**config.mk**
```make
export PLATFORM = sky130hd
export DESIGN_NAME = gpio_in_cond_flat
export DESIGN_NICKNAME = d
export VERILOG_FILES = /design/src/rtl/gpio_in_cond_if.sv /design/src/rtl/gpio_in_cond.sv /design/src/flat_wrapper.sv
export SDC_FILE = /design/constraint.sdc
export NUM_CORES = 1
export LEC_CHECK = 0
export BUFFER_PORTS_ARGS = -buffer_cell sky130_fd_sc_hd__buf_4
export CAP_MARGIN = 20
export CORE_ASPECT_RATIO = 1.1
export CORE_MARGIN = 2
export CORE_UTILIZATION = 27
export CTS_BUF_LIST = sky130_fd_sc_hd__clkbuf_8
export CTS_CLUSTER_DIAMETER = 30
export DETAILED_ROUTE_END_ITERATION = 10
export GPL_ROUTABILITY_DRIVEN = 0
export SLEW_MARGIN = 20
export SYNTH_ARGS = -nofsm -noshare
export SYNTH_HDL_FRONTEND = slang
export SYNTH_SLANG_ARGS = --single-unit
```
**constraint.sdc**
```tcl
create_clock -name clk -period 13.6 [get_ports clk]
set_clock_uncertainty 0.1 [all_clocks]
set_input_delay 0.68 -clock clk [delete_from_list [all_inputs] [get_ports clk]]
set_output_delay 0.68 -clock clk [all_outputs]
set_load 0.01 [all_outputs]
```
**src/rtl/gpio_in_cond_if.sv**
```systemverilog
// Pad-input conditioning bundle: raw pads and configuration toward the
// conditioner, synchronized/debounced levels, events and interrupt back.
interface gpio_in_cond_if #(
    parameter int WIDTH    = 22,
    parameter int PRESC_W  = 16,
    parameter int DB_CNT_W = 4
);
    logic [WIDTH-1:0]    pad_i;
    logic [WIDTH-1:0]    db_en;
    logic [PRESC_W-1:0]  db_presc;
    logic [DB_CNT_W-1:0] db_len;
    logic [WIDTH-1:0]    rise_en;
    logic [WIDTH-1:0]    fall_en;
    logic [WIDTH-1:0]    irq_en;
    logic [WIDTH-1:0]    irq_clr;
    logic [WIDTH-1:0]    fn_i;
    logic [WIDTH-1:0]    gpio_i;
    logic [WIDTH-1:0]    rise_evt;
    logic [WIDTH-1:0]    fall_evt;
    logic [WIDTH-1:0]    irq_pend;
    logic                irq;

    modport slave (
        input  pad_i, db_en, db_presc, db_len, rise_en, fall_en, irq_en, irq_clr,
        output fn_i, gpio_i, rise_evt, fall_evt, irq_pend, irq
    );

    modport master (
        output pad_i, db_en, db_presc, db_len, rise_en, fall_en, irq_en, irq_clr,
        input  fn_i, gpio_i, rise_evt, fall_evt, irq_pend, irq
    );
endinterface

```
**src/rtl/gpio_in_cond.sv**
```systemverilog
// Pad input conditioning: synchronizer, prescaled per-pin debounce, edge
// detection and sticky interrupt-pending bits with one combined irq line.
module gpio_in_cond #(
    parameter int WIDTH       = 22,
    parameter int SYNC_STAGES = 2,
    parameter int PRESC_W     = 16,
    parameter int DB_CNT_W    = 4
) (
    input  logic          clk,
    input  logic          rst,
    gpio_in_cond_if.slave bus
);

    logic [SYNC_STAGES-1:0][WIDTH-1:0]  sync_q;
    logic [WIDTH-1:0]                   fn_s;
    logic [PRESC_W-1:0]                 presc_q, presc_d;
    logic                               tick_s;
    logic [DB_CNT_W-1:0]                len_eff_s;
    logic [WIDTH-1:0][DB_CNT_W-1:0]     cnt_q, cnt_d;
    logic [WIDTH-1:0]                   gpio_q, gpio_d;
    logic [WIDTH-1:0]                   rise_q, rise_d;
    logic [WIDTH-1:0]                   fall_q, fall_d;
    logic [WIDTH-1:0]                   pend_q, pend_d;

    assign fn_s = sync_q[SYNC_STAGES-1];

    // Synchronizer chain; the only consumer of the raw pads.
    always_ff @(posedge clk or posedge rst) begin
        if (rst) begin
            sync_q <= '0;
        end else begin
            sync_q <= {sync_q[SYNC_STAGES-2:0], bus.pad_i};
        end
    end

    // ">=" rather than "==" so a shrinking db_presc cannot strand the count.
    assign tick_s    = (presc_q >= bus.db_presc);
    assign presc_d   = tick_s ? '0 : presc_q + PRESC_W'(1);
    assign len_eff_s = (bus.db_len == '0) ? DB_CNT_W'(1) : bus.db_len;

    // Per-pin debounce and next conditioned level.
    always_comb begin
        gpio_d = gpio_q;
        cnt_d  = cnt_q;
        for (int i = 0; i < WIDTH; i++) begin
            if (!bus.db_en[i]) begin
                gpio_d[i] = fn_s[i];
                cnt_d[i]  = '0;
            end else if (fn_s[i] == gpio_q[i]) begin
                cnt_d[i]  = '0;
            end else if (tick_s) begin
                if ((cnt_q[i] + DB_CNT_W'(1)) >= len_eff_s) begin
                    gpio_d[i] = fn_s[i];
                    cnt_d[i]  = '0;
                end else begin
                    cnt_d[i]  = cnt_q[i] + DB_CNT_W'(1);
                end
            end else begin
                cnt_d[i]  = cnt_q[i];
            end
        end
    end

    assign rise_d = gpio_d & ~gpio_q;
    assign fall_d = ~gpio_d & gpio_q;
    // Set has priority over a simultaneous write-1-to-clear.
    assign pend_d = (pend_q & ~bus.irq_clr) | (rise_q & bus.rise_en) | (fall_q & bus.fall_en);

    // Conditioning state registers.
    always_ff @(posedge clk or posedge rst) begin
        if (rst) begin
            presc_q <= '0;
            cnt_q   <= '0;
            gpio_q  <= '0;
            rise_q  <= '0;
            fall_q  <= '0;
            pend_q  <= '0;
        end else begin
            presc_q <= presc_d;
            cnt_q   <= cnt_d;
            gpio_q  <= gpio_d;
            rise_q  <= rise_d;
            fall_q  <= fall_d;
            pend_q  <= pend_d;
        end
    end

    assign bus.fn_i     = fn_s;
    assign bus.gpio_i   = gpio_q;
    assign bus.rise_evt = rise_q;
    assign bus.fall_evt = fall_q;
    assign bus.irq_pend = pend_q;
    assign bus.irq      = |(pend_q & bus.irq_en);

endmodule

```
**src/flat_wrapper.sv**
```systemverilog
// flat-port wrapper written by rule: the top's interface ports become plain ports
module gpio_in_cond_flat 
#(
    parameter int WIDTH       = 22,
    parameter int SYNC_STAGES = 2,
    parameter int PRESC_W     = 16,
    parameter int DB_CNT_W    = 4
)
  (clk, rst, bus_pad_i, bus_db_en, bus_db_presc, bus_db_len, bus_rise_en, bus_fall_en, bus_irq_en, bus_irq_clr, bus_fn_i, bus_gpio_i, bus_rise_evt, bus_fall_evt, bus_irq_pend, bus_irq);
  gpio_in_cond_if #(.WIDTH(WIDTH), .PRESC_W(PRESC_W), .DB_CNT_W(DB_CNT_W)) bus_i ();
  input  logic clk;
  input  logic rst;
  input wire logic [$bits(bus_i.pad_i)-1:0] bus_pad_i;
  input wire logic [$bits(bus_i.db_en)-1:0] bus_db_en;
  input wire logic [$bits(bus_i.db_presc)-1:0] bus_db_presc;
  input wire logic [$bits(bus_i.db_len)-1:0] bus_db_len;
  input wire logic [$bits(bus_i.rise_en)-1:0] bus_rise_en;
  input wire logic [$bits(bus_i.fall_en)-1:0] bus_fall_en;
  input wire logic [$bits(bus_i.irq_en)-1:0] bus_irq_en;
  input wire logic [$bits(bus_i.irq_clr)-1:0] bus_irq_clr;
  output wire logic [$bits(bus_i.fn_i)-1:0] bus_fn_i;
  output wire logic [$bits(bus_i.gpio_i)-1:0] bus_gpio_i;
  output wire logic [$bits(bus_i.rise_evt)-1:0] bus_rise_evt;
  output wire logic [$bits(bus_i.fall_evt)-1:0] bus_fall_evt;
  output wire logic [$bits(bus_i.irq_pend)-1:0] bus_irq_pend;
  output wire logic [$bits(bus_i.irq)-1:0] bus_irq;
  assign bus_i.pad_i = bus_pad_i;
  assign bus_i.db_en = bus_db_en;
  assign bus_i.db_presc = bus_db_presc;
  assign bus_i.db_len = bus_db_len;
  assign bus_i.rise_en = bus_rise_en;
  assign bus_i.fall_en = bus_fall_en;
  assign bus_i.irq_en = bus_irq_en;
  assign bus_i.irq_clr = bus_irq_clr;
  assign bus_fn_i = bus_i.fn_i;
  assign bus_gpio_i = bus_i.gpio_i;
  assign bus_rise_evt = bus_i.rise_evt;
  assign bus_fall_evt = bus_i.fall_evt;
  assign bus_irq_pend = bus_i.irq_pend;
  assign bus_irq = bus_i.irq;
  gpio_in_cond #(.WIDTH(WIDTH), .SYNC_STAGES(SYNC_STAGES), .PRESC_W(PRESC_W), .DB_CNT_W(DB_CNT_W)) u_core (.clk(clk), .rst(rst), .bus(bus_i));
endmodule
```
After elaboration in Yosys (flattened, before gate mapping)
Cells that the tools add are included.

Flip-flop bits (word level): 236. Input port bits: 154. Output and inout bits: 111. Logic and storage cells: 310.

Add/sub/neg operators: 23. $lt $le $gt $ge: 23. Eq/ne operators: 44. Multiplexer cells: 178. Bitwise logic cells: 11. Reduce and logical (&&, ||, !) cells: 2.

Operators by type and width (number): 4-bit two-way mux (89); 22-bit bitwise AND (6); 4-bit by 1-bit adder with 4-bit output (second input constant) (22); 4-bit greater-or-equal comparator (22); 1-bit two-way mux (88); 3-bit by 1-bit inequality test with 1-bit output (second input constant) (22); 22-bit NOT (3); 22-bit OR (2); 1-bit equality test (22); 22-bit OR reduction (1); 16-bit by 1-bit adder with 16-bit output (second input constant) (1); 16-bit greater-or-equal comparator (1); 16-bit two-way mux (1); 4-bit logical NOT (1).

Longest topological paths before layout
Word-level depth: 9. Gate-level depth with buffers: 11. Depth with buffers taken out: 9.

Worst setup path after synthesis
OpenSTA, ideal clock, no wires.

Kind: input to register. From: input port bus_db_len[3]. To: register u_core.gpio_q[12] (netlist: u_core.bus.gpio_i[12]). Setup time: 0.125 ns. Arrival time: 3.308 ns. Data required time: 13.375 ns. Setup slack: 10.068 ns. Cell stages on the path: 9. Path buffers: 0. Path through: inv_1 -> a31o_2 -> ha_1 -> nand2b_1 -> a21o_1 -> maj3_1 -> a21oi_1 -> o21a_1 -> mux2_2.

Longest elaborated chain between the ends: 7.

RTL lines: start: declaration (line flat_wrapper.sv:16) `input wire logic [$bits(bus_i.db_len)-1:0] bus_db_len;`; 4-bit logical NOT (line gpio_in_cond.sv:39) `assign len_eff_s = (bus.db_len == '0) ? DB_CNT_W'(1) : bus.db_len;`; 4-bit two-way mux (*) (line gpio_in_cond.sv:39); 4-bit greater-or-equal comparator (*) (line gpio_in_cond.sv:52) `if ((cnt_q[i] + DB_CNT_W'(1)) >= len_eff_s) begin`; 1-bit two-way mux (*) (line gpio_in_cond.sv:52); 1-bit two-way mux (*) (line gpio_in_cond.sv:51) `end else if (tick_s) begin`; 1-bit two-way mux (*) (line gpio_in_cond.sv:49) `end else if (fn_s[i] == gpio_q[i]) begin`; 1-bit two-way mux (*) (line gpio_in_cond.sv:46) `if (!bus.db_en[i]) begin`; via u_core.gpio_d[12] (line gpio_in_cond.sv:20) `logic [WIDTH-1:0] gpio_q, gpio_d;`; end signal: assignment (line gpio_in_cond.sv:81) `gpio_q <= gpio_d;`; end: declaration (line gpio_in_cond.sv:20).

The timed path passes the listed nets; every way through them passes the cells marked *. A chain may end at the register's enable or synchronous reset.

Worst setup path after layout
From: register u_core.presc_q[1]. To: register u_core.gpio_q[10] (netlist: u_core.bus.gpio_i[10]).

Longest elaborated chain between the ends: 4.

RTL lines: start: declaration (line gpio_in_cond.sv:16) `logic [PRESC_W-1:0] presc_q, presc_d;`; start signal: assignment (line gpio_in_cond.sv:79) `presc_q <= presc_d;`; 16-bit greater-or-equal comparator (line gpio_in_cond.sv:37) `assign tick_s = (presc_q >= bus.db_presc);`; 1-bit two-way mux (line gpio_in_cond.sv:51); 1-bit two-way mux (line gpio_in_cond.sv:49); 1-bit two-way mux (line gpio_in_cond.sv:46); via u_core.gpio_d[10] (line gpio_in_cond.sv:20).

The timed path passes the listed nets, and every way through them passes these cells.

==> run metrics <==
Total GRT Usage about an eighth; worst-skew pair later-pin latency 620 ps; diode count 0; Starting DRT DRC Count 381; global routing usage on met2 21.44%; clk root buf clkbuf_8; pin count of the biggest net entering global routing 102; Fmax achieved 0.2721 GHz; Clock Path Buffers 3; sequential fraction of the synthesis area 47.80%; r2r setup slk 9920 ps; Hold Path End u_core.sync_q[14]; HP Start bus_pad_i[14]; Critical R2R Launch u_core.presc_q[1]; Final TNS setup 0 ps; post-synth cell types 43; global-route wire length before repair 50070 µm; WP data arrival 4070 ps; M3 GR Usage 3.779%; floorplan core area approximately 0.045 mm²; Synth Flop Type dfrtp_1; syn_nets 1412; synth warn 0; max cap viols 0; Critical Path Fanout Max 60; ANT nets after route 0; starting density of the core 27.25%; Cells after Synth 1153; CTS tree done; ys async rst share 100.0%; post-CTS sizing 0; total congestion overflow 0; H-tree Lvls 3; met1 Use GR between 15 and 20%; PortBufs 264; Crit Path Class reg -> reg; Via density 4.623; DIE AREA 0.04749 mm²; period utilisation layout between 20 and 30%; Synth Area per Inst 10.72 µm²; #FFs+latches synth 236; CTS Sinks 236; Area Growth Syn to Fin 34.45%; RSZ-0062 raised after global routing no; Hold Vio Cnt, Final 0; hpwl dp 20860 µm; Die X 208.0 µm; fin nets 1714; # IOs 265; status completed; row cnt 82; fraction of layout cells with a size suffix above 1 29.03%; pre-CTS WS 9388 ps; DRT Pass-1 Iters 4; Worst Path Required 14000 ps; initial antenna violation count 0; DIE HEIGHT 228.4 µm; Tightest Hold Check Type in -> reg; WL/cell 14.63 µm; clk slew on worst S/H paths 50 ps; Finish-stage setup viols 0; Post-Syn Area 0.01236 mm²; final worst path period need between 3000 and 4000 ps; P_leak 0.007858 µW; Setup crit start kind flip-flop; Min-Delay Path Depth 1; Worst Reg2Reg Path Length in Cells 8; max-slew violation count 0; routed vias 9708; Fin Hold WS 67.55 ps; Slew HR 28.97%; Post-synth EDFFs 0; placed cell count 1965; reg-to-reg endpoint u_core.bus.gpio_i[10]; number of global-route vias before repair 10001; final setup margin slightly below 10000 ps; CP Capture Type flip-flop; Total Wirelength around 31000 µm; DRC 0; GR peak layer met2; Layout Cells excl Fill 2100; pwr dens 140.5 mW/mm²; Peak VDD IR 0.05902 mV; number of buffers created by CTS 70; slew of the pin with the lowest slew margin 1065 ps
-- what timing repair did --
item | CTS | global route
buffers inserted | 0 | 0
hold buffers | 6 | 0
endpoints found under the hold margin | 6 | 0
-- final cells by class --
| cell class | count | area [µm²] |
|---|---|---|
| fill | 4482 | 28740 |
| multi-input combinational | 827 | 5991 |
| inverter | 43 | 168.9 |
| tap | 588 | 735.7 |
| clock buffer | 79 | 1087 |
| sequential | 236 | 5906 |
| clock inverter | 50 | 629.4 |
| timing repair buffer | 277 | 2095 |
-- how the worst max path moves through the flow --
stage | startpoint | endpoint | cells after the start
2_1_floorplan | rst | u_core.bus.fall_evt[0] | 1
3_3_place_gp | bus_db_len[3] | u_core.bus.gpio_i[9] | 11
3_5_place_dp | bus_db_len[3] | u_core.bus.gpio_i[12] | 11
4_1_cts | u_core.presc_q[1] | u_core.bus.gpio_i[21] | 8
5_1_grt | u_core.presc_q[1] | u_core.bus.gpio_i[21] | 8
6_report | u_core.presc_q[1] | u_core.bus.gpio_i[10] | 8
-- power by group --
| part | switching (µW) | leakage [µW] | internal [µW] | total (µW) |
|---|---|---|---|---|
| Combinational | 172 | 0.00388 | 152 | 324 |
| Clock | 404 | 0.000892 | 805 | 1210 |
| Sequential | 50.5 | 0.00309 | 751 | 802 |
-- cell usage in the layout, fill, tap and decap left out, drive strengths merged, types with 3 or more instances in the layout --
master / count
a211oi: 22
a21bo: 14
a21o: 22
a21oi: 119
a22oi: 29
and3: 3
buf: 271
bufinv: 14
clkbuf: 79
clkinv: 14
clkinvlp: 10
dfrtp: 236
dlygate4sd3: 6
ha: 105
inv: 55
maj3: 22
mux2: 22
nand2: 82
nand2b: 51
nand3: 76
nand3b: 22
nand4: 5
nand4b: 22
nor2: 45
nor3b: 16
o21a: 22
o21ai: 48
xnor2: 24
xor2: 40
-- synthesized netlist by cell type, types with 12 or more instances --
cell type | instances | area, µm²
a22oi_1 | 29 | 217.7
inv_1 | 43 | 161.4
a211oi_1 | 22 | 165.2
mux2_2 | 12 | 135.1
a21bo_2 | 14 | 140.1
a21o_1 | 22 | 165.2
xnor2_1 | 24 | 210.2
nand2_1 | 82 | 307.8
a21oi_1 | 119 | 595.6
dfrtp_1 | 236 | 5906
o21a_1 | 12 | 90.09
maj3_1 | 22 | 220.2
buf_4 | 25 | 187.7
nand2b_1 | 51 | 319.1
nor2_1 | 45 | 168.9
nand3b_1 | 22 | 165.2
buf_2 | 13 | 65.06
nand3_1 | 76 | 380.4
nor3b_1 | 16 | 120.1
xor2_1 | 40 | 350.3
o21ai_0 | 48 | 240.2
ha_1 | 105 | 1314
nand4b_1 | 22 | 192.7
-- critical path, stage by stage (launching register included) --
cell	delay [ps]
dfrtp_1	420
ha_1	300
nor2b_1	130
o211a_1	200
o31ai_1	400
o211a_4	640
buf_4	710
o21a_1	280
mux2_2	340
-- per-layer routing --
layer,up-vias,share of wire [%],wire length (µm)
li1,4757,-,-
met1,4640,43,13120
met2,233,48,14820
met3,78,5.5,1684
met4,0,3.6,1091
met5,-,0,0
-- sequential cells by signal, indices dropped and copies added, names as in the netlist --
signal,flops
u_core.bus.fn_i,22
u_core.bus.irq_pend,22
u_core.sync_q,22
u_core.bus.rise_evt,22
u_core.bus.gpio_i,22
u_core.cnt_q,88
u_core.bus.fall_evt,22
u_core.presc_q,16
-- metrics by stage --
stage / cell area, µm² / power [µW] / utilization [%]
2_1_floorplan: 12360 / 1004 / -
3_3_place_gp: 14840 / 1131 / 32.71
3_5_place_dp: 14840 / 1140 / 32.71
4_1_cts: 16610 / 2383 / 36.63
5_1_grt: 16610 / 2464 / 36.63
6_report: 16610 / 2335 / 36.63
-- logic make-up after synthesis --
group	after synthesis	share of synthesized area, %
adders and majority gates	127	12.42
AOI/OAI and AO/OA	286	14.97
xor gates and xnor gates	64	4.537
buffers and inverters	90	3.777
muxes	22	2.309
DFF	236	47.80
and+or+nand+nor	328	14.20
(Power assumes the default switching activity.)
